[config.mk]
export PLATFORM = sky130hd
export DESIGN_NAME = data_pipe_interconnect_1ton
export DESIGN_NICKNAME = d
export VERILOG_FILES = /design/src/rtl/data_pipe_pkg.sv /design/src/rtl/data_pipe_skid2.sv /design/src/rtl/data_pipe_interconnect_1ton.sv
export SDC_FILE = /design/constraint.sdc
export NUM_CORES = 1
export LEC_CHECK = 0
export CORE_AREA = 2 2 57 59
export CTS_CLUSTER_SIZE = 25
export DETAILED_ROUTE_END_ITERATION = 8
export DIE_AREA = 0 0 59 61
export PLACE_DENSITY_LB_ADDON = 0.05
export SETUP_SLACK_MARGIN = 0.4
export SYNTH_ARGS = -nofsm -noshare
export SYNTH_HDL_FRONTEND = slang
export SYNTH_SLANG_ARGS = --single-unit
[constraint.sdc]
create_clock -name clock -period 5.75 [get_ports clock]
set_clock_uncertainty 0.15 [all_clocks]
set_input_delay 1.725 -clock clock [delete_from_list [all_inputs] [get_ports clock]]
set_output_delay 1.725 -clock clock [all_outputs]
set_load 0.005 [all_outputs]
[src/rtl/data_pipe_pkg.sv]
// Shared types and helpers for the data pipe interconnect family:
// skid-pipe state encoding, beat layout template and path decode.
package data_pipe_pkg;

    typedef enum logic [1:0] {
        EMPTY = 2'd0,
        ONE   = 2'd1,
        TWO   = 2'd2
    } pipe_state_t;

    localparam int PIPE_DEFAULT_DSIZE = 8;

    // Reference beat layout; instances declare the same shape at their own data width.
    typedef struct packed {
        logic [PIPE_DEFAULT_DSIZE-1:0] data;
        logic                          last;
    } pipe_beat_t;

    // One bit of the one-hot decode of a path index.
    function automatic logic path_decode_bit(input int unsigned path, input int unsigned channel);
        return path == channel;
    endfunction

endpackage

[src/rtl/data_pipe_skid2.sv]
// Two-entry skid pipe (connector + overflow buffer) with plain valid/ready
// on both sides; in_ready is decoded from the state register only.
module data_pipe_skid2
    import data_pipe_pkg::*;
#(
    parameter type beat_t = pipe_beat_t
) (
    input  logic  clock,
    input  logic  rst,
    input  logic  clk_en,
    input  logic  in_valid,
    input  beat_t in_beat,
    output logic  in_ready,
    output logic  out_valid,
    output beat_t out_beat,
    input  logic  out_ready,
    output logic  empty
);

    pipe_state_t state;
    pipe_state_t state_next;
    beat_t       connector;
    beat_t       buffer;
    logic        acc_in;
    logic        acc_out;
    logic        load_conn_in;
    logic        load_conn_buf;
    logic        load_buf;

    assign in_ready  = (state != TWO);
    assign out_valid = (state != EMPTY);
    assign empty     = (state == EMPTY);
    assign out_beat  = connector;
    assign acc_in    = in_valid & in_ready & clk_en;
    assign acc_out   = out_valid & out_ready & clk_en;

    always_comb begin
        state_next    = state;
        load_conn_in  = 1'b0;
        load_conn_buf = 1'b0;
        load_buf      = 1'b0;
        case (state)
            EMPTY: begin
                if (acc_in) begin
                    state_next   = ONE;
                    load_conn_in = 1'b1;
                end
            end
            ONE: begin
                if (acc_in && !acc_out) begin
                    state_next = TWO;
                    load_buf   = 1'b1;
                end else if (!acc_in && acc_out) begin
                    state_next = EMPTY;
                end else if (acc_in && acc_out) begin
                    load_conn_in = 1'b1;
                end
            end
            TWO: begin
                if (acc_out) begin
                    state_next    = ONE;
                    load_conn_buf = 1'b1;
                end
            end
            default: state_next = EMPTY;
        endcase
    end

    always_ff @(posedge clock) begin
        if (rst) begin
            state <= EMPTY;
        end else begin
            state <= state_next;
        end
    end

    always_ff @(posedge clock) begin
        if (rst) begin
            connector <= '0;
            buffer    <= '0;
        end else begin
            if (load_conn_in) begin
                connector <= in_beat;
            end else if (load_conn_buf) begin
                connector <= buffer;
            end
            if (load_buf) begin
                buffer <= in_beat;
            end
        end
    end

endmodule

[src/rtl/data_pipe_interconnect_1ton.sv]
// 1-to-NUM stream demux through a 2-entry skid pipe; path switches are queued
// and applied only once the pipe drains. Optional macro: PIPE_PKT_LOCK_EN.
module data_pipe_interconnect_1ton
    import data_pipe_pkg::*;
#(
    parameter int DSIZE = 8,
    parameter int NUM   = 8,
    parameter int PW    = $clog2(NUM)
) (
    input  logic             clock,
    input  logic             rst,
    input  logic             clk_en,
    input  logic             vld_sw,
    input  logic [PW-1:0]    sw,
    output logic [PW-1:0]    curr_path,
    output logic             curr_path_vld,
    output logic             sw_err,
    input  logic             s_valid,
    input  logic [DSIZE-1:0] s_data,
`ifdef PIPE_PKT_LOCK_EN
    input  logic             s_last,
    output logic             m_last,
`endif
    output logic             s_ready,
    output logic [NUM-1:0]   m_valid,
    output logic [DSIZE-1:0] m_data,
    input  logic [NUM-1:0]   m_ready
);

`ifdef PIPE_PKT_LOCK_EN
    typedef struct packed {
        logic [DSIZE-1:0] data;
        logic             last;
    } beat_t;
`else
    typedef struct packed {
        logic [DSIZE-1:0] data;
    } beat_t;
`endif

    localparam logic [PW:0] NUM_LIMIT = (PW+1)'(NUM);

    logic           pend_vld;
    logic [PW-1:0]  pend_path;
    logic           sw_ok;
    logic           apply;
    logic           apply_ok;
    logic           intake_ok;
    logic           pipe_in_ready;
    logic           pipe_out_valid;
    logic           pipe_out_ready;
    logic           pipe_empty;
    logic [NUM-1:0] path_sel;
    beat_t          in_beat;
    beat_t          out_beat;

    assign sw_ok = ({1'b0, sw} < NUM_LIMIT);

`ifdef PIPE_PKT_LOCK_EN
    logic in_pkt;

    assign in_beat   = '{data: s_data, last: s_last};
    assign m_last    = out_beat.last;
    assign apply_ok  = !in_pkt;
    // An open packet keeps intake alive so it finishes on the old path.
    assign intake_ok = !pend_vld | in_pkt;

    always_ff @(posedge clock) begin
        if (rst) begin
            in_pkt <= 1'b0;
        end else if (s_valid && s_ready && clk_en) begin
            in_pkt <= !s_last;
        end
    end
`else
    assign in_beat   = '{data: s_data};
    assign apply_ok  = 1'b1;
    assign intake_ok = !pend_vld;
`endif

    assign s_ready = curr_path_vld & intake_ok & pipe_in_ready;
    assign apply   = pipe_empty & pend_vld & clk_en & apply_ok;

    always_ff @(posedge clock) begin
        if (rst) begin
            curr_path     <= '0;
            curr_path_vld <= 1'b0;
            pend_path     <= '0;
            pend_vld      <= 1'b0;
            sw_err        <= 1'b0;
        end else if (clk_en) begin
            sw_err <= vld_sw & !sw_ok;
            if (apply) begin
                curr_path     <= pend_path;
                curr_path_vld <= 1'b1;
                pend_vld      <= 1'b0;
            end
            // A request landing with an apply becomes the next pending one.
            if (vld_sw && sw_ok) begin
                pend_path <= sw;
                pend_vld  <= 1'b1;
            end
        end
    end

    always_comb begin
        path_sel = '0;
        for (int unsigned ch = 0; ch < NUM; ch++) begin
            path_sel[ch] = path_decode_bit(32'(curr_path), ch);
        end
    end

    assign m_valid        = pipe_out_valid ? path_sel : '0;
    assign pipe_out_ready = |(path_sel & m_ready);
    assign m_data         = out_beat.data;

    data_pipe_skid2 #(
        .beat_t (beat_t)
    ) u_skid (
        .clock     (clock),
        .rst       (rst),
        .clk_en    (clk_en),
        .in_valid  (s_valid & curr_path_vld & intake_ok),
        .in_beat   (in_beat),
        .in_ready  (pipe_in_ready),
        .out_valid (pipe_out_valid),
        .out_beat  (out_beat),
        .out_ready (pipe_out_ready),
        .empty     (pipe_empty)
    );

endmodule
==> metrics.cfg <==
[status]
outcome=finished clean

[floorplan]
core_area_um2=2953
num_rows=20
die_h_um=61
die-area_um2=3599
ioPinCount=46
start_util_pct=46.31
fp.dieW_um=59

[clock_tree]
cts_tree=built
postCtsResizedCells=0
clockRootBuffer=clkbuf_4
cts_setup_buffers=0
h-tree-depth=1
clockBufferDepth=2
cts_made_buffers=3
clk_pin_slew_ns=0.13
cts_sinks=26
cts_hold_buf=0
clkLatencyLatePin_ns=0.33

[power_and_ir_drop]
power.switching_uw=73.94
swShare_pct=21.03
p_int_uw=277.6
p_comb_share_pct=11.3
peakVddDrop_mv=0.1593
p_leak_nw=0.6610
powerDensity_nw_per_um2=195.1
seqPwrFrac_pct=52.8
p_clk_share_pct=36.0

[worst_setup_path]
end_kind=primary output
path_cells=nor2_1, nor4bb_1, clkdlybuf4s50_1
cp_max_fo=8
cp_slowest_stage_delay_ns=0.54
worstPathArrival_ns=1.82
critPathRequiredTime_ns=3.88
path_buf_inv=1
critical_path_class=reg -> out
slowest_stage=clkdlybuf4s50_1
start_kind=register
critical_path.top_delay_family=buffers and inverters

[timing]
whs_ns=0.3160
rsz0062_at_grt=false
fmax_mhz=270.7
slew_headroom_pct=50.79
fin_crit_ns=3.694
min_period_over_period_pct=64.25
final_hold_viol_count=0
setup_viol=0
worstMarginPinSlew_ns=0.7382
final.setup.tns_ns=0
slew_viol_final=0

[grt]
grt_max_degree=20
overflow=0
grt.total_usage_pct=19.50
grt_pass1_vias=1129
grt_pass1_wl_mm=5.285
antenna_found_initial=0

[final_layout]
final_common_cell=clkdlybuf4s50_1
syn_to_final_growth_pct=31.75
final_area_um2=1802
nets=212
drive_gt1_share_pct=9.626
fin_cells=220
diodes=0
mostFrequentLayoutCells=44 x clkdlybuf4s50_1, 26 x dfxtp_1, 14 x a21oi_1

[placed_design]
hpwl_mm=2.295
dpl.cell_count=216
portBuffers=44
gp_congestion=0.7820
place_area_um2=1749

[yosys]
synth_edf_count=0
avgSynthCellArea_um2=8.938
synth-seq-area-share_pct=38.06
ys.flop_type=dfxtp_1
synthTopCellsByArea=dfxtp_1 38%, mux2i_1 9.5%, a21oi_1 5.1%
synth_cell_types=35
syn_area_um2=1368
syn_inst=153
yosysWarningCount=0
syn_nets=177
async_flop_share_pct=0
synth_seq_cells=26
synth_area_leader_cell=dfxtp_1
synth_top_area_share_pct=38.06

[detailed_routing]
wl_mm=3.167
ant_nets=0
dr.pass1.iters=4
drc=0
vias_per_cell=5.605
dr_total_vias=1233
wire_per_inst_um=14.40
first_iter_violations=40

[job]
drv_cap=0

[hold_path]
hp-class=reg -> reg

per-layer routing:
metal / global-route usage, % / part of all wire (%)
met1: 26.14 / 45
met2: 31.75 / 47
met3: 3.838 / 6.0
met4: 6.169 / 1.5
met5: 0 / 0
Yosys cell counts, drive strengths merged, types with 2 or more instances:
cell     n
nand2b   3
and3     2
or3      2
nor3     4
mux2     2
nor4b    2
o31ai    8
o21ai   10
a21o     2
nand2   11
dfxtp   26
nand3   11
buf     10
nor2    11
mux2i   13
clkbuf   4
a21oi   22
registers in the layout, summed over array words and instances, names as in the netlist:
| name | cells |
|---|---|
| curr_path_vld | 1 |
| u_skid.out_beat | 8 |
| pend_vld | 1 |
| u_skid.buffer | 8 |
| pend_path | 3 |
| curr_path | 3 |
| u_skid.state | 2 |
tightest hold or removal path, delay by kind of cell, from the launching register on:
kind,cells,cell delay [ns]
AO/OA/AOI/OAI,1,0.05
flip-flops,1,0.33
AND/OR/NAND/NOR,1,0.05
cells by family after synthesis:
family          share of synthesized area, %
xor+xnor                              0.6406
other cells                           0.2742
buf+inv                                7.592
flops                                  38.06
compound gates                         21.59
mux                                    11.71
simple gates                           20.13
layout make-up:
cell class	count	area [um2]
Multi-Input combinational cell	112	743.2
Inverter	1	3.754
Fill cell	273	1151
Timing Repair Buffer	44	440.4
Clock inverter	1	30.03
Sequential cell	26	520.5
Clock buffer	3	22.52
Tap cell	33	41.29
worst paths after layout:
kind	endpoint	start	depth (start not counted)	slack, ns
worst max-delay path	m_valid[6]	u_skid.state[0]	3	2.06
worst min-delay path	pend_path[0]	pend_path[0]	2	0.32
worst max register to register	u_skid.buffer[1]	curr_path[2]	5	3.53
worst min register to register	pend_path[0]	pend_path[0]	2	0.32
power by group through the flow:
stage	clock, mW	sequential (mW)	combinational [mW]
2_1_floorplan	0	0.189	0.0186
3_3_place_gp	0	0.189	0.0389
3_5_place_dp	0	0.189	0.0395
4_1_cts	0.129	0.185	0.0398
5_1_grt	0.137	0.186	0.0435
6_report	0.126	0.185	0.0397
metrics by stage:
stage / utilization, % / setup slack [ns] / power, mW
4_1_cts: 61.02 / 2.054 / 0.3544
2_1_floorplan: - / 2.695 / 0.2073
5_1_grt: 61.02 / 1.851 / 0.3665
6_report: 61.02 / 2.056 / 0.3515
3_3_place_gp: 59.24 / 2.035 / 0.2282
3_5_place_dp: 59.24 / 2.020 / 0.2289
Power figures use the tool's default switching activity.
==> RTL edit 1, RTL diff (same flow settings) <==
Register the input `sw` before use. The logic sees it one clock later. The other inputs are not delayed to match.
--- a/src/rtl/data_pipe_interconnect_1ton.sv
+++ b/src/rtl/data_pipe_interconnect_1ton.sv
@@ -42,2 +42,8 @@
 
+    logic [PW-1:0] sw_q;
+
+    always_ff @(posedge clock) begin
+        sw_q <= sw;
+    end
+
     logic           pend_vld;
@@ -56,3 +62,3 @@
 
-    assign sw_ok = ({1'b0, sw} < NUM_LIMIT);
+    assign sw_ok = ({1'b0, sw_q} < NUM_LIMIT);
 
@@ -99,3 +105,3 @@
             if (vld_sw && sw_ok) begin
-                pend_path <= sw;
+                pend_path <= sw_q;
                 pend_vld  <= 1'b1;
Check against the original RTL: not equivalent (a bounded check fails within 4 cycles, from zero or initial values and one cycle with rst high).
==> RTL edit 1 against the original RTL <==
Count of clock-buffer cells in the layout increased by 4. Final area increased by 10%. Clock power is 15% higher. Critical path type is now input pin to flop. Combinational power grew 26%. Maximum frequency decreased by 6.1%. Area after synthesis is 10% higher. Total power rose by 15%. Die area unchanged. Routed wire length rose by 22%. Worst hold slack worse by 24 ps. Sequential cell count rose by 3. Synthesized cell count up 18%. Setup slack got worse by 240 ps. Sequential power up 12%.
==> RTL edit 1: results (changes against the original RTL) <==
[cells_and_area]
fin_nets=242  ; was 212
drive_above_1_share_pct=11.0  ; was 9.63%

[setup_path]
cp-end-kind=flop  ; was primary output
reg2reg_to=u_skid.out_beat[7]  ; was u_skid.buffer[1]
r2r-start=curr_path[1]  ; was curr_path[2]
startpoint=clk_en  ; was u_skid.state[0]
worst-r2r-setup-slack_ps=3240  ; was 3530 ps
crit_path_top_delay_cell=a211oi_1  ; was clkdlybuf4s50_1
slowest_delay_ps=940  ; was 540 ps
critPathTopFamily=compound AO/OA/AOI/OAI gates  ; was buffers and inverters
arrival_ps=3990  ; was 1820 ps
path_max_fanout=10  ; was 8

[place]
dpl_worst_slack_ps=1510  ; was 2020 ps
gp_congestion=0.779  ; was 0.782
place_area_um2=1920  ; was 1750 µm²
hpwlAfterDp_um=2690  ; was 2300 µm

[pwr]
finalPower_mw=0.403  ; was 0.352 mW
p_int_mw=0.304  ; was 0.278 mW
ir_drop_mv=0.213  ; was 0.159 mV
comb_power_mw=0.0501  ; was 0.0397 mW
p_leak_nw=0.711  ; was 0.661 nW
powerClk_mw=0.145  ; was 0.126 mW

[synth]
synthTopCellsByArea=dfxtp_1, a21oi_1, mux2_2  ; was dfxtp_1, mux2i_1, a21oi_1
synth-compound-area-share_pct=21.8  ; was 21.6%
synthTopCellsByCount=dfxtp_1, a21oi_1, nor2_1, clkbuf_1, nand3_1  ; was dfxtp_1, a21oi_1, mux2i_1
muxShareOfSynthArea_pct=13.9  ; was 11.7%
yosys.area_share.xor_xnor_pct=0  ; was 0.640%
synthDistinctLibCells=31  ; was 35
seq_area_frac_synth_pct=38.6  ; was 38.1%
syn_avg_cell_area_um2=8.31  ; was 8.94 µm²
syn-num-nets=205  ; was 177

[timing]
tightest_slew_ps=1130  ; was 738 ps
fmax_mhz=254  ; was 271 MHz

[outcome]
status=completed  ; unchanged

[global_route]
grt_pass1_wl_um=6400  ; was 5290 µm
grt_max_degree=27  ; was 20
grt_pass1_vias=1407  ; was 1129
track_usage_pct=23.9  ; was 19.5%

[clock_tree]
htree_levels=2  ; was 1
numCtsBuffers=5  ; was 3
clk_pin_slew_ps=100  ; was 130 ps

[routing]
wirelength_um=3870  ; was 3170 µm
via_count=1461  ; was 1233
viasPerCell=5.80  ; was 5.60
first_iter_violations=80  ; was 40
drtPass1Iterations=4  ; unchanged

[worst_hold_path]
min-delay-start=sw_q[0]  ; was pend_path[0]

-- RTL edit 1: how the worst min path moves through the flow --
stage / to / slack, ps / depth (start not counted)
after global routing: pend_path[2] / 340 / 2
after detailed placement: pend_path[0] / 300 / 2
after floorplan: pend_path[0] / 280 / 2
final: pend_path[0] / 290 / 2
after CTS: pend_path[0] / 290 / 2
after global placement: pend_path[1] / 290 / 2
-- RTL edit 1: per-layer routing --
metal	wire length (µm)	vias to the layer above	track usage (%)	part of all wire (%)
li1	-	721	-	-
met1	1610	703	27.8	42
met2	2050	32	42.2	53
met3	165	5	7.25	4.3
met4	39	0	7.79	1.0
met5	0	-	0	0
-- RTL edit 1: area by class of cell --
cell class | count | area, µm² | share of cell area [%]
Clock inverter | 1 | 5.00 | 0.251
Timing Repair Buffer | 46 | 455 | 22.9
Multi-Input combinational cell | 125 | 802 | 40.3
Inverter | 11 | 41.3 | 2.07
Clock buffer | 7 | 65.1 | 3.27
Sequential cell | 29 | 581 | 29.2
Tap cell | 33 | 41.3 | 2.07
==> RTL edit 2, RTL diff (config.mk and constraints unchanged) <==
Without the edit above. The option `PIPE_PKT_LOCK_EN` is turned on by a define.
--- a/src/rtl/data_pipe_interconnect_1ton.sv
+++ b/src/rtl/data_pipe_interconnect_1ton.sv
@@ -2,2 +2,4 @@
 // and applied only once the pipe drains. Optional macro: PIPE_PKT_LOCK_EN.
+`define PIPE_PKT_LOCK_EN
+
 module data_pipe_interconnect_1ton
Interface: changed (added m_last and s_last); port bits go from 46 to 48. No check against the original RTL was run, so the function may have changed too.
==> RTL edit 2 against the original RTL <==
Maximum frequency fell by 8.9%. Worst hold slack got worse by 11 ps. Setup slack got worse by 360 ps. Area after synthesis rose by 6.6%. Cell count rose by 12%. Total power rose by 8.6%. Sequential cell count rose by 3. Count of clock-buffer cells in the layout rose by 4. Synthesized cell count rose by 14%. Core utilization rose by 4.3 points. Final area rose by 7.0%. Routed wire length rose by 19%.
==> RTL edit 2: results (changes against the original RTL) <==
[clock_tree]
clk_pin_slew_ps=90  ; was 130 ps
numCtsBuffers=5  ; was 3
htree_levels=2  ; was 1

[pwr]
ir_drop_mv=0.100  ; was 0.159 mV
finalPower_mw=0.382  ; was 0.352 mW
clock_power_share_pct=32.9  ; was 36.0%
combPwrFrac_pct=12.4  ; was 11.3%

[cells_and_area]
seqCellArea_um2=581  ; was 520 µm²
seq_cells=29  ; was 26
fillCellCount=262  ; was 273
drive_above_1_share_pct=7.51  ; was 9.63%
multi_input_area_share_pct=40.0  ; was 41.2%
syn2layout_area_growth_pct=32.3  ; was 31.7%
bufAreaShareNonClock_pct=24.3  ; was 24.4%
nMultiInputCombCells=127  ; was 112
inv_count=3  ; was 1

[setup_path]
slowest_delay_ps=700  ; was 540 ps
arrival_ps=2180  ; was 1820 ps
path_max_fanout=17  ; was 8

[outcome]
status=completed  ; unchanged

[global_route]
track_usage_pct=22.0  ; was 19.5%
grt_use_met3_pct=5.76  ; was 3.84%
grt_use_met1_pct=29.8  ; was 26.1%
grt_max_degree=30  ; was 20

[routing]
met2_length_um=1760  ; was 1500 µm
drtPass1Iterations=6  ; was 4
wl_met3_um=326  ; was 190 µm
via_count=1475  ; was 1233
drt-wirelength-per-cell_um=15.3  ; was 14.4 µm
m1WireLength_um=1640  ; was 1430 µm
viasPerCell=6.00  ; was 5.60
first_iter_violations=90  ; was 40

[place]
numPortBuffers=46  ; was 44
dpl_worst_slack_ps=1820  ; was 2020 ps
place_area_um2=1870  ; was 1750 µm²
hpwlAfterDp_um=2530  ; was 2300 µm

[synth]
synth_cells=175  ; was 153
synthDistinctLibCells=31  ; was 35
seq_area_frac_synth_pct=39.8  ; was 38.1%
synthTopCellsByArea=dfxtp_1, nand3_1, mux2i_1  ; was dfxtp_1, mux2i_1, a21oi_1
synthTopCellsByCount=dfxtp_1, nand3_1, nand2_1, a21oi_1, nor2_1  ; was dfxtp_1, a21oi_1, mux2i_1

RTL edit 2: cell count changes after synthesis, moves of 5 or more:
cell,delta
nand3_1,+12
a311oi_1,+9
nand2_1,+9
a21oi_2,-8
o31ai_1,-7
a2111oi_1,+5
mux2i_1,-5
RTL edit 2: critical path, delay by kind of cell, from the launching register on:
kind | cells | cell delay [ps]
flops | 1 | 700
simple gates | 3 | 630
buf+inv | 1 | 530
RTL edit 2: logic make-up (layout without fill, tap and decap cells):
group	Yosys count	in the layout	synth area share (%)
AOI/OAI and AO/OA	50	50	24.3
buffers and inverters	19	57	7.21
DFF	29	29	39.8
muxes	8	8	5.49
other	1	1	0.257
and+or+nand+nor	68	68	22.9
RTL edit 2: worst paths after layout:
path,slack [ps],depth (start not counted),startpoint,endpoint
hold reg to reg,310,2,pend_vld,pend_vld
setup / recovery,1690,4,u_skid.state[0],m_valid[4]
hold / removal,310,2,pend_vld,pend_vld
setup reg to reg,3290,5,curr_path[0],u_skid.out_beat[4]
